File: src/rtl/rain_collide_pkg.sv
// Shared types and constants for the rain-drop collision / lives tracker.
// Holds FSM states, sprite geometry, winner codes and the overlap test.
package rain_collide_pkg;

    typedef enum logic [1:0] {
        ST_PLAY   = 2'd0,
        ST_SAMPLE = 2'd1,
        ST_APPLY  = 2'd2,
        ST_OVER   = 2'd3
    } state_e;

    localparam int unsigned PLAYER_W = 2;
    localparam int unsigned PLAYER_H = 2;
    localparam int unsigned RAIN_W   = 2;
    localparam int unsigned RAIN_H   = 8;

    localparam logic [1:0] WINNER_NONE = 2'b00;
    localparam logic [1:0] WINNER_P1   = 2'b01;
    localparam logic [1:0] WINNER_P2   = 2'b10;
    localparam logic [1:0] WINNER_TIE  = 2'b11;

    // Bounding-box test widened to 9 bits so sprites at the right/bottom edge never wrap to 0.
    function automatic logic sprite_overlap(input logic [7:0] px, input logic [7:0] py,
                                            input logic [7:0] rx, input logic [7:0] ry);
        logic [8:0] px9, py9, rx9, ry9;
        px9 = {1'b0, px};
        py9 = {1'b0, py};
        rx9 = {1'b0, rx};
        ry9 = {1'b0, ry};
        return (rx9 <= px9 + 9'(PLAYER_W - 1)) && (px9 <= rx9 + 9'(RAIN_W - 1)) &&
               (ry9 <= py9 + 9'(PLAYER_H - 1)) && (py9 <= ry9 + 9'(RAIN_H - 1));
    endfunction

endpackage

File: src/rtl/rain_collide_player_hit_tracker.sv
// Per-player collision state: overlap, once-per-drop latch, hit immunity and lives.
// The hit pulse is combinational during the APPLY cycle; lives update on its closing edge.
module player_hit_tracker
    import rain_collide_pkg::*;
#(
    parameter int unsigned LIVES   = 3,
    parameter int unsigned IFRAMES = 60
) (
    input  logic       clk_i,
    input  logic       rst_ni,
    input  logic       restart_ni,
    input  logic       frame_i,
    input  logic       apply_i,
    input  logic       new_drop_i,
    input  logic       rain_valid_i,
    input  logic [7:0] px_i,
    input  logic [7:0] py_i,
    input  logic [7:0] rx_i,
    input  logic [7:0] ry_i,
    output logic [1:0] lives_o,
    output logic [1:0] lives_next_o,
    output logic       hit_o
);

    logic [1:0] lives_q, lives_d;
    logic       drop_hit_q, drop_hit_d;
    logic [7:0] imm_q, imm_d;
    logic       overlap;
    logic       hit;

    always_comb begin
        overlap = rain_valid_i && sprite_overlap(px_i, py_i, rx_i, ry_i);
        // A new drop clears the latch in the same APPLY cycle it is evaluated.
        hit = apply_i && restart_ni && overlap && !(drop_hit_q && !new_drop_i) &&
              (imm_q == '0) && (lives_q != '0);

        lives_d    = lives_q;
        drop_hit_d = drop_hit_q;
        imm_d      = imm_q;
        if (!restart_ni) begin
            lives_d    = 2'(LIVES);
            drop_hit_d = 1'b0;
            imm_d      = '0;
        end else begin
            if (frame_i && (imm_q != '0)) imm_d = imm_q - 8'd1;
            if (apply_i && new_drop_i)    drop_hit_d = 1'b0;
            if (hit) begin
                lives_d    = lives_q - 2'd1;
                drop_hit_d = 1'b1;
                imm_d      = 8'(IFRAMES);
            end
        end
    end

    always_ff @(posedge clk_i or negedge rst_ni) begin
        if (!rst_ni) begin
            lives_q    <= 2'(LIVES);
            drop_hit_q <= 1'b0;
            imm_q      <= '0;
        end else begin
            lives_q    <= lives_d;
            drop_hit_q <= drop_hit_d;
            imm_q      <= imm_d;
        end
    end

    assign lives_o      = lives_q;
    assign lives_next_o = lives_d;
    assign hit_o        = hit;

endmodule

File: src/rtl/rain_collide.sv
// Two-player rain collision game core: samples sprite positions once per frame,
// applies hits through two trackers and latches the winner when a player runs out of lives.
module rain_collide
    import rain_collide_pkg::*;
#(
    parameter int unsigned LIVES   = 3,
    parameter int unsigned IFRAMES = 60
) (
    input  logic       clk,
    input  logic       resetn,
    input  logic       restart,
    input  logic       frame,
    input  logic [7:0] p1_x,
    input  logic [7:0] p1_y,
    input  logic [7:0] p2_x,
    input  logic [7:0] p2_y,
    input  logic [7:0] rain_x,
    input  logic [7:0] rain_y,
    input  logic       rain_valid,
    output logic [1:0] p1_lives,
    output logic [1:0] p2_lives,
    output logic       p1_hit,
    output logic       p2_hit,
    output logic       game_over,
    output logic [1:0] winner
);

    state_e     state_q, state_d;
    logic [1:0] winner_q, winner_d;

    logic [7:0] s_p1x_q, s_p1y_q, s_p2x_q, s_p2y_q, s_rx_q, s_ry_q, prev_ry_q;
    logic       s_rv_q, prev_rv_q;

    logic       apply;
    logic       new_drop;
    logic [1:0] p1_next, p2_next;

    assign apply    = (state_q == ST_APPLY);
    assign new_drop = apply && ((s_ry_q < prev_ry_q) || (s_rv_q && !prev_rv_q));

    always_ff @(posedge clk or negedge resetn) begin
        if (!resetn) begin
            s_p1x_q   <= '0;
            s_p1y_q   <= '0;
            s_p2x_q   <= '0;
            s_p2y_q   <= '0;
            s_rx_q    <= '0;
            s_ry_q    <= '0;
            s_rv_q    <= 1'b0;
            prev_ry_q <= '0;
            prev_rv_q <= 1'b0;
        end else if (state_q == ST_SAMPLE) begin
            s_p1x_q   <= p1_x;
            s_p1y_q   <= p1_y;
            s_p2x_q   <= p2_x;
            s_p2y_q   <= p2_y;
            s_rx_q    <= rain_x;
            s_ry_q    <= rain_y;
            s_rv_q    <= rain_valid;
            prev_ry_q <= s_ry_q;
            prev_rv_q <= s_rv_q;
        end
    end

    player_hit_tracker #(.LIVES(LIVES), .IFRAMES(IFRAMES)) u_p1 (
        .clk_i        (clk),
        .rst_ni       (resetn),
        .restart_ni   (restart),
        .frame_i      (frame),
        .apply_i      (apply),
        .new_drop_i   (new_drop),
        .rain_valid_i (s_rv_q),
        .px_i         (s_p1x_q),
        .py_i         (s_p1y_q),
        .rx_i         (s_rx_q),
        .ry_i         (s_ry_q),
        .lives_o      (p1_lives),
        .lives_next_o (p1_next),
        .hit_o        (p1_hit)
    );

    player_hit_tracker #(.LIVES(LIVES), .IFRAMES(IFRAMES)) u_p2 (
        .clk_i        (clk),
        .rst_ni       (resetn),
        .restart_ni   (restart),
        .frame_i      (frame),
        .apply_i      (apply),
        .new_drop_i   (new_drop),
        .rain_valid_i (s_rv_q),
        .px_i         (s_p2x_q),
        .py_i         (s_p2y_q),
        .rx_i         (s_rx_q),
        .ry_i         (s_ry_q),
        .lives_o      (p2_lives),
        .lives_next_o (p2_next),
        .hit_o        (p2_hit)
    );

    always_comb begin
        state_d  = state_q;
        winner_d = winner_q;
        if (!restart) begin
            state_d  = ST_PLAY;
            winner_d = WINNER_NONE;
        end else begin
            unique case (state_q)
                ST_PLAY:   if (frame) state_d = ST_SAMPLE;
                ST_SAMPLE: state_d = ST_APPLY;
                ST_APPLY: begin
                    // Winner is judged on the post-hit lives so it latches on the same edge.
                    if ((p1_next == '0) || (p2_next == '0)) begin
                        state_d = ST_OVER;
                        if ((p1_next == '0) && (p2_next == '0)) winner_d = WINNER_TIE;
                        else if (p1_next == '0)                winner_d = WINNER_P2;
                        else                                   winner_d = WINNER_P1;
                    end else begin
                        state_d = ST_PLAY;
                    end
                end
                ST_OVER:   state_d = ST_OVER;
                default:   state_d = ST_PLAY;
            endcase
        end
    end

    always_ff @(posedge clk or negedge resetn) begin
        if (!resetn) begin
            state_q  <= ST_PLAY;
            winner_q <= WINNER_NONE;
        end else begin
            state_q  <= state_d;
            winner_q <= winner_d;
        end
    end

    assign game_over = (state_q == ST_OVER);
    assign winner    = winner_q;

endmodule

File: config.mk
export PLATFORM = sky130hd
export DESIGN_NAME = rain_collide
export DESIGN_NICKNAME = d
export VERILOG_FILES = /design/src/rtl/rain_collide_pkg.sv /design/src/rtl/rain_collide_player_hit_tracker.sv /design/src/rtl/rain_collide.sv
export SDC_FILE = /design/constraint.sdc
export NUM_CORES = 1
export LEC_CHECK = 0
export CAP_MARGIN = 10
export CORE_ASPECT_RATIO = 0.7
export CORE_MARGIN = 10
export CORE_UTILIZATION = 53
export CTS_CLUSTER_DIAMETER = 100
export DETAILED_ROUTE_END_ITERATION = 10
export PLACE_DENSITY = 0.78
export SLEW_MARGIN = 20
export SYNTH_ARGS = -nofsm -noshare
export SYNTH_HDL_FRONTEND = slang
export SYNTH_HIERARCHICAL = 1
export SYNTH_SLANG_ARGS = --single-unit
File: constraint.sdc
create_clock -name clk -period 3.3 [get_ports clk]
set_clock_uncertainty 0.2 [all_clocks]
set_input_delay 0.66 -clock clk [delete_from_list [all_inputs] [get_ports clk]]
set_output_delay 0.66 -clock clk [all_outputs]
set_load 0.01 [all_outputs]
==> results.sh <==
export IMPL_max_freq_mhz=248.0
export IMPL_crit_fanout=3
export IMPL_cts_tree="built"
export IMPL_clockBufferDepth=2
export IMPL_antenna_cells=0
export IMPL_post_route_period_util_pct=122.2
export IMPL_peakVddDrop_uv=454.2
export IMPL_seq_area_frac_synth_pct=33.90
export IMPL_layout_drive_gt1_share_pct=37.44
export IMPL_vias_per_cell=5.691
export IMPL_clock_latency_ns=0.35
export IMPL_initial_core_util_pct=55.25
export IMPL_nets=971
export IMPL_finalMaxSlewViolations=0
export IMPL_slowest_stage="or4_4"
export IMPL_grt_pass1_vias=5875
export IMPL_fin_crit_ns=4.033
export IMPL_h_tree_depth=3
export IMPL_power_density_nw_per_um2=754.9
export IMPL_crit_buf_inv=6
export IMPL_syn_area_per_cell_um2=10.12
export IMPL_worst_slack_ns=-0.7327
export IMPL_path_cells="buf_6 > buf_6 > inv_4 > ha_4 > nand2b_4 > buf_6 > nand2_2 > xor2_1 > ha_2 > nand4_1 > o21ai_1 > a21oi_2 > o31ai_2 > or4_4 > inv_4 > buf_6"
export IMPL_synth_cells=614
export IMPL_synthArstFlopShare_pct=100.0
export IMPL_place_detailed_hpwl_mm=13.24
export IMPL_hp_class="in -> async"
export IMPL_crit_type="reg -> out"
export IMPL_slew_limit_headroom_pct=34.49
export IMPL_p_leak_nw=4.248
export IMPL_end_kind="output port"
export IMPL_yosys_most_used_dff="dfrtp_1"
export IMPL_antenna_found_initial=0
export IMPL_syn_nets=746
export IMPL_yosys_warnings=6
export IMPL_path_delay_family="simple AND/OR/NAND/NOR gates"
export IMPL_fp_dieW_um=149.4
export IMPL_syn2layout_area_growth_pct=41.89
export IMPL_final_setup_tns_ns=-5.053
export IMPL_drt_iter0_drc=459
export IMPL_num_vias=5674
export IMPL_rsz0062_at_grt="yes"
export IMPL_final_common_cell="buf_4"
export IMPL_yosysUniqueCellTypes=44
export IMPL_io_buffers=61
export IMPL_place_congestion=0.9089
export IMPL_setup_viol=15
export IMPL_violations="negative setup slack"
export IMPL_cts_hold_buf=0
export IMPL_core_area_um2=11250
export IMPL_place_area_um2=8097
export IMPL_grt_pass1_wl_mm=29.04
export IMPL_syn_cell_area_um2=6216
export IMPL_grt_max_degree=59
export IMPL_route_detailed_drc=0
export IMPL_most_common_layout_cells="buf_4, dfrtp_1, ha_1"
export IMPL_wire_per_inst_um=18.88
export IMPL_wl_mm=18.82
export IMPL_fin_area_um2=8820
export IMPL_max_stage_delay_ns=0.55
export IMPL_cp_start_kind="flop"
export IMPL_worstPathRequired_ns=2.44
export IMPL_io_pins=62
export IMPL_worstMarginPinSlew_ns=0.9827
export IMPL_yosys_register_bits=84
export IMPL_hold_ws_ns=0.1167
export IMPL_die_area_um2=16530
export IMPL_final_hold_viol_count=0
export IMPL_ant_nets=0
export IMPL_cts_num_sinks=84
export IMPL_cts_clk_slew_worst_paths_ns=0.07
export IMPL_max_cap_viol_count=0
export IMPL_num_rows=32
export IMPL_synth_edf_count=0
export IMPL_cts_root_buffer_cell="clkbuf_16"
export IMPL_grt_overflow=0
export IMPL_status="finished with violations"
export IMPL_die_height_um=110.6
export IMPL_cts_buffers=9
export IMPL_crit_path_frequent_cell="buf_6"
export IMPL_cp_arrival_ns=3.17
export IMPL_dr_pass1_iters=6
export IMPL_grt_usage_pct=21.44
## cells in the mapped netlist, types with 4 or more instances
master    count  area share [%]
a21o_1       11             1.3
nor2_1       25             1.5
o21ai_0      23             1.9
nor3_1        6            0.48
dfrtp_1      80              32
nand2b_1      8            0.81
and3_1       26             2.6
and2_1        5            0.50
nand3_1      27             2.2
dfstp_2       4             1.7
o31ai_1       9             1.1
xor2_1       34             4.8
o211ai_1      4            0.48
xnor2_1      22             3.1
ha_1         79              16
nor4b_1       4            0.56
mux2_4       20             4.8
o22ai_1       5            0.50
a21oi_1      27             2.2
buf_2         6            0.48
inv_1        44             2.7
nor2b_1      11             1.1
mux2_2       40             7.2
nand2_1      39             2.4
nand4_1      14             1.4
nor4_1        6            0.60
## registers in the layout, indices dropped and copies added (netlist names), 8 cells and up
signal,count
s_ry_q,8
s_p1y_q,8
u_p2/imm_q,8
prev_ry_q,8
s_p2y_q,8
s_p1x_q,8
u_p1/imm_q,8
s_p2x_q,8
s_rx_q,8
## report_power, final
group | internal [mW] | switching (mW)
Combinational | 2.09 | 1.94
Sequential | 1.31 | 0.242
Clock | 0.613 | 0.457
## timing repair
item	in CTS	in global routing
endpoints found under the setup margin	17	21
gates cloned	0	0
resized for setup	28	44
setup buffers	17	6
pin swaps	10	23
## metrics by stage
step           setup WS (ns)  total power, mW  std cells  utilization (%)
2_1_floorplan       -0.07167            3.613        614                -
3_3_place_gp         -0.8500            4.888        959            71.96
3_5_place_dp         -0.9069            5.098        959            71.96
4_1_cts              -0.6921            6.359        992            76.52
5_1_grt              -0.8098            7.075        997            78.39
6_report             -0.7327            6.658        997            78.39
## final timing paths
kind,slack [ns],end,start,depth (start not counted)
min in group clk,0.31,prev_rv_q,prev_rv_q,1
setup reg to reg,-0.65,winner[0],s_ry_q[1],20
max in group asynchronous,2.11,s_ry_q[1],resetn,2
hold / removal,0.12,u_p2/imm_q[5],resetn,1
hold reg to reg,0.31,prev_rv_q,prev_rv_q,1
setup / recovery,-0.73,p2_hit,s_ry_q[1],16
## kinds of logic after synthesis
logic type	after synthesis	synth area share, %
and+or+nand+nor	182	15.80
AOI/OAI and AO/OA	96	10.51
DFF	84	33.90
adders and majority gates	79	15.90
muxes	60	12.08
buffers and inverters	57	3.925
xor gates and xnor gates	56	7.890
## per-layer routing
| layer | part of all wire [%] | vias up | GRT usage [%] |
|---|---|---|---|
| met5 | 0 | - | 0 |
| met4 | 1.7 | 0 | 5.451 |
| li1 | - | 2658 | - |
| met2 | 47 | 224 | 34.73 |
| met1 | 44 | 2755 | 27.59 |
| met3 | 6.9 | 37 | 5.619 |
## area by class of cell
type,instances,area (um2)
multi-input cells,473,4136
fillers,722,2431
flip-flops and latches,84,2116
repair buffers,225,1884
clock buffers,10,239.0
well taps,153,191.4
inverters,46,182.7
clock inverters,6,70.07
Note: power is estimated with default switching activity, not from simulation.
